$ cat src/rtl/elevator_state_ctrl.sv
// elevator_state_ctrl: N-floor/M-car passenger snapshot, pickup arbitration, car motion and completion detection
module elevator_state_ctrl #(
   parameter int NUM_FLOORS = 7,
   parameter int NUM_CARS   = 2,
   parameter int PASS_W     = 6,
   parameter int FLOOR_W    = 3
) (
   input  logic                           clk,
   input  logic                           reset_n,
   input  logic                           load_start,
   input  logic [NUM_FLOORS*PASS_W-1:0]   passenger_in,
   input  logic [NUM_CARS*FLOOR_W-1:0]    init_floor_in,
   input  logic [NUM_CARS-1:0]            pickup_valid,
   input  logic [NUM_CARS*FLOOR_W-1:0]    pickup_floor,
   input  logic [NUM_CARS*PASS_W-1:0]     pickup_count,
   output logic [NUM_CARS-1:0]            pickup_ready,
   output logic [NUM_CARS*PASS_W-1:0]     pickup_taken,
   input  logic [NUM_CARS-1:0]            move_valid,
   output logic [NUM_FLOORS*PASS_W-1:0]   remaining_out,
   output logic [NUM_CARS*FLOOR_W-1:0]    curr_floor_out,
   output logic [NUM_CARS*2-1:0]          dir_out,
   output logic                           busy,
   output logic                           all_served,
   output logic                           floor_err
);
   typedef enum logic [1:0] {IDLE, RUN, DONE} state_t;
   localparam logic [FLOOR_W-1:0] TOP = FLOOR_W'(NUM_FLOORS - 1);
   localparam logic [FLOOR_W-1:0] MID = FLOOR_W'((NUM_FLOORS - 1) / 2);
   state_t                        state_q, state_d;
   logic [NUM_FLOORS*PASS_W-1:0]  rem_q, rem_d;
   logic [NUM_CARS*FLOOR_W-1:0]   floor_q, floor_d;
   logic [NUM_CARS*2-1:0]         dir_q, dir_d;
   logic [NUM_CARS*PASS_W-1:0]    taken_q, taken_d;
   logic                          err_q, err_d, busy_q, busy_d, served_q, served_d;
   logic [NUM_CARS-1:0]           ready;
   logic [FLOOR_W-1:0]            fl, pf;
   logic [PASS_W-1:0]             pc, rv, amt;
   logic                          active;
   assign active         = (state_q == RUN) && !load_start;
   assign pickup_ready   = ready;
   assign pickup_taken   = taken_q;
   assign remaining_out  = rem_q;
   assign curr_floor_out = floor_q;
   assign dir_out        = dir_q;
   assign busy           = busy_q;
   assign all_served     = served_q;
   assign floor_err      = err_q;
   // Arbitration: a floor requested by several cars goes to the lowest-index one
   always_comb begin
      ready = '0;
      for (int c = 0; c < NUM_CARS; c++) begin
         ready[c] = active && pickup_valid[c];
         for (int j = 0; j < c; j++)
            if (pickup_valid[j] && pickup_floor[j*FLOOR_W +: FLOOR_W] == pickup_floor[c*FLOOR_W +: FLOOR_W])
               ready[c] = 1'b0;
      end
   end
   // Next state: load snapshot, apply saturating pickups, then moves or completion
   always_comb begin
      state_d = state_q;
      rem_d   = rem_q;
      floor_d = floor_q;
      dir_d   = dir_q;
      taken_d = '0;
      err_d   = err_q;
      fl      = '0;
      pf      = '0;
      pc      = '0;
      rv      = '0;
      amt     = '0;
      if (load_start) begin
         state_d = RUN;
         rem_d   = passenger_in;
         err_d   = 1'b0;
         for (int c = 0; c < NUM_CARS; c++) begin
            fl = init_floor_in[c*FLOOR_W +: FLOOR_W];
            fl = (fl > TOP) ? TOP : fl;
            floor_d[c*FLOOR_W +: FLOOR_W] = fl;
            dir_d[c*2 +: 2] = (fl > MID) ? 2'b01 : 2'b10;
         end
      end else if (state_q == RUN) begin
         for (int c = 0; c < NUM_CARS; c++) begin
            pf = pickup_floor[c*FLOOR_W +: FLOOR_W];
            pc = pickup_count[c*PASS_W +: PASS_W];
            if (ready[c] && pf > TOP)
               err_d = 1'b1;
            for (int f = 0; f < NUM_FLOORS; f++)
               if (ready[c] && pf == FLOOR_W'(f)) begin
                  rv  = rem_q[f*PASS_W +: PASS_W];
                  amt = (pc < rv) ? pc : rv;
                  rem_d[f*PASS_W +: PASS_W] = rv - amt;
                  taken_d[c*PASS_W +: PASS_W] = amt;
               end
         end
         if (rem_q == '0) begin
            state_d = DONE;
            dir_d   = '0;
         end else begin
            for (int c = 0; c < NUM_CARS; c++) begin
               fl = floor_q[c*FLOOR_W +: FLOOR_W];
               if (move_valid[c] && dir_q[c*2 +: 2] == 2'b10) begin
                  if (fl == TOP) dir_d[c*2 +: 2] = 2'b01;
                  else floor_d[c*FLOOR_W +: FLOOR_W] = fl + 1'b1;
               end else if (move_valid[c] && dir_q[c*2 +: 2] == 2'b01) begin
                  if (fl == '0) dir_d[c*2 +: 2] = 2'b10;
                  else floor_d[c*FLOOR_W +: FLOOR_W] = fl - 1'b1;
               end
            end
         end
      end
      busy_d   = (state_d == RUN);
      served_d = (state_d == DONE);
   end
   // State and registered outputs
   always_ff @(posedge clk or negedge reset_n) begin
      if (!reset_n) begin
         state_q  <= IDLE;
         rem_q    <= '0;
         floor_q  <= '0;
         dir_q    <= '0;
         taken_q  <= '0;
         err_q    <= 1'b0;
         busy_q   <= 1'b0;
         served_q <= 1'b0;
      end else begin
         state_q  <= state_d;
         rem_q    <= rem_d;
         floor_q  <= floor_d;
         dir_q    <= dir_d;
         taken_q  <= taken_d;
         err_q    <= err_d;
         busy_q   <= busy_d;
         served_q <= served_d;
      end
   end
endmodule

$ cat config.mk
export PLATFORM = sky130hd
export DESIGN_NAME = elevator_state_ctrl
export DESIGN_NICKNAME = d
export VERILOG_FILES = /design/src/rtl/elevator_state_ctrl.sv
export SDC_FILE = /design/constraint.sdc
export NUM_CORES = 1
export LEC_CHECK = 0
export ABC_AREA = 1
export CORE_MARGIN = 4
export CORE_UTILIZATION = 31
export CTS_CLUSTER_DIAMETER = 40
export DETAILED_ROUTE_END_ITERATION = 10
export GPL_TIMING_DRIVEN = 0
export PLACE_DENSITY = 0.49
export SLEW_MARGIN = 30
export SYNTH_ARGS = -nofsm -noshare
export SYNTH_HDL_FRONTEND = slang
export SYNTH_SLANG_ARGS = --single-unit
$ cat constraint.sdc
create_clock -name clk -period 4.2 [get_ports clk]
set_input_delay 0.84 -clock clk [delete_from_list [all_inputs] [get_ports clk]]
set_output_delay 0.84 -clock clk [all_outputs]
set_load 0.1 [all_outputs]
# After elaboration in Yosys (flattened, before gate mapping)
# Index checks and enable logic that the tools add are counted.
# totals
register_bits	69
latch_bits	0
ramBits	0
mem_bits_ro	0
in_bits	73
output_inout_bits	69
word_cells	220
memories	0
# op_classes
add_sub_neg	18
mul	0
n_div	0
order_cmp	20
eq_ne	29
shifts	0
muxes	80
bitwise_logic	0
reduce_logical	57
# ops
op	n
2-to-1 mux 6 bit	45
< comparator 6 bit	14
2-to-1 mux 42 bit	2
subtractor 6 bit	14
logical NOT 42 bit	1
2-to-1 mux 3 bit	10
nonzero test 3 bit	10
2-to-1 mux 2 bit	13
equality test 3 bit, second input constant	8
logical AND 1 bit	24
2-to-1 mux 12 bit	2
AND reduction 2 bit	8
nonzero test 4 bit	4
equality test 3 x 2 -> 1 bit, second input constant	4
> comparator 3 bit, second input constant	4
logical NOT 3 bit	4
2-to-1 mux 4 bit	3
inequality test 3 bit, second input constant	4
AND reduction 5 bit	2
equality test 2 x 1 -> 1 bit, second input constant	4
inequality test 4 x 3 -> 1 bit, second input constant	2
AND reduction 4 bit	2
adder 3 x 1 -> 3 bit, second input constant	2
equality test 2 bit, second input constant	3
other kinds (8)	15

# Depth between registers and ports, before layout
# depth
ltp_word	14
depth_mapped	26
mapped_depth_nobuf	26

# Least setup slack after synthesis
# Ideal clock, no wire load.
# synth_path
path_type	reg-to-reg
startpoint	register rem_q[37] (netlist: remaining_out[37])
endpoint	register rem_q[41] (netlist: remaining_out[41])
arrival_ps	3806
setup_slack_ps	263
stages_incl_launch_ff	20
synth_period_minus_slack_ps	3937
path_cell_list	dfrtp_1 inv_1 ha_1 a21boi_0 o21ai_0 nand2_1 o21ai_0 a21oi_1 o21bai_1 ha_1 nand2_1 o21ai_0 a21oi_1 nor2_1 nor2_1 xor2_1 a21oi_1 o21ai_0 o211ai_1 o21ai_0
# synth_between
elab_chain_cells	7
# synth_rtl
element	line_no	source
start: declaration	30	logic [NUM_FLOORS*PASS_W-1:0] rem_q, rem_d;
start signal: assignment	127	rem_q <= rem_d;
< comparator 6 bit	90	amt = (pc < rv) ? pc : rv;
2-to-1 mux 6 bit	90	
subtractor 6 bit	91	rem_d[f*PASS_W +: PASS_W] = rv - amt;
2-to-1 mux 6 bit	88	if (ready[c] && pf == FLOOR_W'(f)) begin
2-to-1 mux 6 bit (*)	88	
2-to-1 mux 42 bit (*)	81	end else if (state_q == RUN) begin
2-to-1 mux 42 bit (*)	71	if (load_start) begin
# Every way passes the cells marked *; elsewhere a longest branch is shown, timed or not. The select of a mux whose other input is x is not followed.
# A chain may end at the register's enable or synchronous reset.

# Worst setup path in the final report
# layout_path
startpoint	input port pickup_count[3]
endpoint	register rem_q[41] (netlist: remaining_out[41])
# layout_between
elab_chain_cells	7
# layout_rtl
element	line_no	source
start: declaration	15	input logic [NUM_CARS*PASS_W-1:0] pickup_count,
< comparator 6 bit	90	
2-to-1 mux 6 bit (*)	90	
subtractor 6 bit (*)	91	
2-to-1 mux 6 bit (*) (2 in a row)	88	
2-to-1 mux 42 bit (*)	81	
2-to-1 mux 42 bit (*)	71	
# Marks and branches as above.

==> flow_metrics.env <==
export IMPL_htreeDepth=3
export IMPL_rsz0062_at_grt="no"
export IMPL_drc=0
export IMPL_r2r_slack_ns=0.51
export IMPL_post_cts_buffers=0
export IMPL_drive_gt1_frac=0.0668
export IMPL_die_area_sq_mm=0.0295
export IMPL_setup_viol=0
export IMPL_final_util=0.401
export IMPL_dr_pass1_iters=7
export IMPL_antenna_cells=0
export IMPL_die_h_um=172
export IMPL_endpoint_kind="flop"
export IMPL_share_comb_of_total_power=0.761
export IMPL_pwr_share_clk=0.096
export IMPL_period_minus_slack_ns=3.92
export IMPL_grt_pass1_vias=8782
export IMPL_finish_net_count=1575
export IMPL_arrival_ns=4.15
export IMPL_leakage_nw=5.06
export IMPL_clk_insertion_delay_late_ns=0.36
export IMPL_fmaxAchievable_ghz=0.255
export IMPL_cp_start_kind="input pin"
export IMPL_relSlewSlack=0.337
export IMPL_hpwl_um=27000
export IMPL_synth_edf_count=0
export IMPL_startpoint="pickup_count[3]"
export IMPL_drt_initial_drc_count=605
export IMPL_rr_endpoint="remaining_out[41]"
export IMPL_crit_path_end="remaining_out[41]"
export IMPL_start_util=0.317
export IMPL_period_share=0.933
export IMPL_area_growth_pct=26.5
export IMPL_swShare=0.607
export IMPL_power_per_cell_area_mw_per_mm2=914
export IMPL_async_flop_share=1.00
export IMPL_crit_required_ns=4.43
export IMPL_clk_path_buf_depth=2
export IMPL_yosysSeqAreaShare=0.208
export IMPL_vias=9038
export IMPL_r2r_start="remaining_out[37]"
export IMPL_synthDistinctLibCells=47
export IMPL_syn_avg_cell_area_sq_um=6.73
export IMPL_ant_nets=0
export IMPL_syn_nets=1424
export IMPL_rows=59
export IMPL_synth_seq_cells=69
export IMPL_antenna_found_initial=1
export IMPL_ir_drop_mv=0.691
export IMPL_worstSetupPathType="input pin to flop"
export IMPL_synth_main_ff_cell="dfrtp_1"
export IMPL_grt_overflow_total=0
export IMPL_grt_max_degree=42
export IMPL_synthesis_area_sq_mm=0.00832
export IMPL_gp_congestion=0.946
export IMPL_hold_path_class="input pin to asynchronous set/reset pin"
export IMPL_grt_pass1_wl_um=53200
export IMPL_crit_fanout=10
export IMPL_p_int_mw=3.77
export IMPL_synth_warnings=0
export IMPL_status="finished, final reports clean"
export IMPL_die_x_um=172
export IMPL_cts_sinks=69
export IMPL_p_seq_frac=0.143
export IMPL_wl_per_cell_um=20.4
export IMPL_cts_tree="done"
export IMPL_finalHoldViolations=0
export IMPL_finalMaxSlewViolations=0
export IMPL_vias_per_cell=5.23
export IMPL_cts_buffers=9
export IMPL_num_fill_cells=2830
export IMPL_routed_wl_um=35200
export IMPL_tightest_slew_ns=0.992
export IMPL_core_sq_mm=0.0262
export IMPL_portBuffers=140
export IMPL_path_clk_slew_ns=0.07
export IMPL_synthCells=1237
export IMPL_cts_root_buf="clkbuf_16"
export IMPL_pin_count=142
export IMPL_skew_ns=0.00662
export IMPL_cap_viol_max_count=0
export IMPL_power_switching_mw=5.84
export IMPL_power_mw=9.61
export IMPL_reg2reg_depth=19
export IMPL_grt_usage=0.239
-- registers in the layout, summed over array words and instances (netlist names) --
signal / count
all_served: 1
busy: 1
curr_floor_out: 6
dir_out: 4
floor_err: 1
pickup_taken: 12
remaining_out: 42
state_q: 2
-- cells in the mapped netlist, types with 3 or more instances --
library cell | count | area share
buf_6 | 5 | 0.0068
nand4_1 | 11 | 0.0083
o21a_1 | 5 | 0.0045
o211ai_1 | 37 | 0.033
nor3_1 | 7 | 0.0042
fa_1 | 9 | 0.022
nand3_1 | 56 | 0.034
xnor2_1 | 13 | 0.014
buf_4 | 3 | 0.0027
a21o_1 | 4 | 0.0036
buf_2 | 12 | 0.0072
dfrtp_1 | 69 | 0.21
o22ai_1 | 4 | 0.0030
inv_2 | 11 | 0.0050
a21oi_1 | 67 | 0.040
o211ai_2 | 4 | 0.0060
nand2_1 | 332 | 0.15
o21ai_1 | 10 | 0.0060
inv_1 | 126 | 0.057
ha_1 | 105 | 0.16
xor2_1 | 22 | 0.023
nor2_4 | 3 | 0.0041
a21oi_2 | 5 | 0.0053
nor2_1 | 70 | 0.032
o21ai_0 | 169 | 0.10
clkbuf_1 | 18 | 0.0081
nor2_2 | 4 | 0.0030
a31oi_1 | 9 | 0.0068
o221ai_1 | 5 | 0.0053
nor4_1 | 6 | 0.0045
nand2_4 | 3 | 0.0041
a21boi_0 | 11 | 0.0099
-- power groups by stage --
stage / Clock, mW / Sequential [mW] / Combinational, mW
global placement: 0 / 1.40 / 7.20
floorplan: 0 / 3.12 / 3.68
finish: 0.921 / 1.38 / 7.32
global route: 0.966 / 1.43 / 8.11
detailed placement: 0 / 1.39 / 7.22
CTS: 0.935 / 1.38 / 7.26
-- worst min path at each step --
| stage | startpoint | endpoint | cells past startpoint |
|---|---|---|---|
| 6_report | reset_n | remaining_out[20] | 1 |
| 4_1_cts | reset_n | remaining_out[20] | 1 |
| 5_1_grt | reset_n | remaining_out[21] | 1 |
| 3_5_place_dp | dir_out[3] | dir_out[3] | 2 |
| 3_3_place_gp | dir_out[3] | dir_out[3] | 2 |
| 2_1_floorplan | state_q[1] | state_q[0] | 2 |
-- cells in the final DEF (no fill, tap or decap), types with 3 or more instances in the layout --
| cell type | Yosys | final |
|---|---|---|
| nor3_1 | 7 | 6 |
| fa_1 | 9 | 9 |
| nand4_1 | 11 | 11 |
| nand3_1 | 56 | 56 |
| o211ai_2 | 4 | 4 |
| o221ai_1 | 5 | 4 |
| nor2_4 | 3 | 3 |
| clkbuf_2 | 1 | 4 |
| clkdlybuf4s15_2 | 0 | 3 |
| nor2_1 | 70 | 70 |
| nor2_2 | 4 | 4 |
| o22ai_1 | 4 | 4 |
| clkbuf_1 | 18 | 13 |
| dlymetal6s2s_1 | 0 | 7 |
| xnor2_1 | 13 | 13 |
| buf_6 | 5 | 6 |
| dfrtp_1 | 69 | 69 |
| clkbuf_16 | 0 | 9 |
| ha_1 | 105 | 105 |
| xor2_1 | 22 | 22 |
| nand2_4 | 3 | 3 |
| inv_1 | 126 | 126 |
| nor4_1 | 6 | 6 |
| a31oi_1 | 9 | 9 |
| buf_2 | 12 | 18 |
| nand2_1 | 332 | 332 |
| a21o_1 | 4 | 4 |
| clkdlybuf4s50_1 | 0 | 122 |
| o21ai_0 | 169 | 157 |
| o21a_1 | 5 | 5 |
| inv_2 | 11 | 11 |
| a21oi_2 | 5 | 5 |
| o211ai_1 | 37 | 37 |
| o21ai_1 | 10 | 21 |
| a21oi_1 | 67 | 66 |
| a21boi_0 | 11 | 11 |
| buf_4 | 3 | 3 |
-- per-stage QoR --
step / setup slack, ns / std cells / cell area [sq um] / TNS [ns] / hold slack (ns)
2_1_floorplan: 0.263 / 1237 / 8320 / 0 / 0.511
3_3_place_gp: -0.778 / 1712 / 10100 / -51.20 / 0.517
3_5_place_dp: -0.811 / 1713 / 10200 / -15.15 / 0.520
4_1_cts: 0.00645 / 1729 / 10500 / 0 / 0.361
5_1_grt: 0.00222 / 1728 / 10500 / 0 / 0.373
6_report: 0.283 / 1728 / 10500 / 0 / 0.356
-- per-layer routing --
metal  part of all wire  up-vias  track usage
li1                   -     4498            -
met5                  0        -            0
met3              0.073       33       0.0375
met4              0.019        0       0.0550
met2               0.43      341        0.368
met1               0.48     4166        0.352
-- logic make-up (layout without fill, tap and decap cells) --
logic type | Yosys count | count (layout) | synth area share
XOR/XNOR | 35 | 35 | 0.0368
adder cells (fa/ha/maj) | 114 | 114 | 0.180
AND/OR/NAND/NOR | 500 | 500 | 0.251
flip-flops | 69 | 69 | 0.208
buffers and inverters | 179 | 335 | 0.0899
AO/OA/AOI/OAI | 340 | 340 | 0.235
-- cell type report --
class / instances / area [sq um] / share of cell area
plain buffers: 40 / 236 / 0.0225
inverters: 138 / 518 / 0.0492
clock inverters: 6 / 93.8 / 0.00892
flip-flops and latches: 69 / 1730 / 0.164
clock buffers: 10 / 239 / 0.0227
well taps: 335 / 419 / 0.0398
repair buffers: 141 / 1420 / 0.135
multi-input cells: 989 / 5870 / 0.558
-- critical path, cell delays in order --
cell and delay, ns:
clkdlybuf4s15_2 0.38, ha_1 0.40, nand2_1 0.08, nor2_1 0.04, o21ai_0 0.07, o211ai_1 0.16, clkbuf_2 0.21, o21ai_0 0.32
o21ai_0 0.22, ha_1 0.32, nand2_1 0.05, o21ai_1 0.21, a21oi_1 0.10, nor2_1 0.09, nor2_1 0.06, xor2_1 0.14
a21oi_1 0.14, o21ai_0 0.14, o211ai_1 0.10, o21ai_0 0.10
-- what timing repair did --
item | in CTS | in global routing
pin swaps | 0 | 1
hold buffers | 0 | 0
resized for setup | 32 | 41
setup endpoints to repair | 20 | 12
Note: power is estimated with default switching activity, not from simulation.
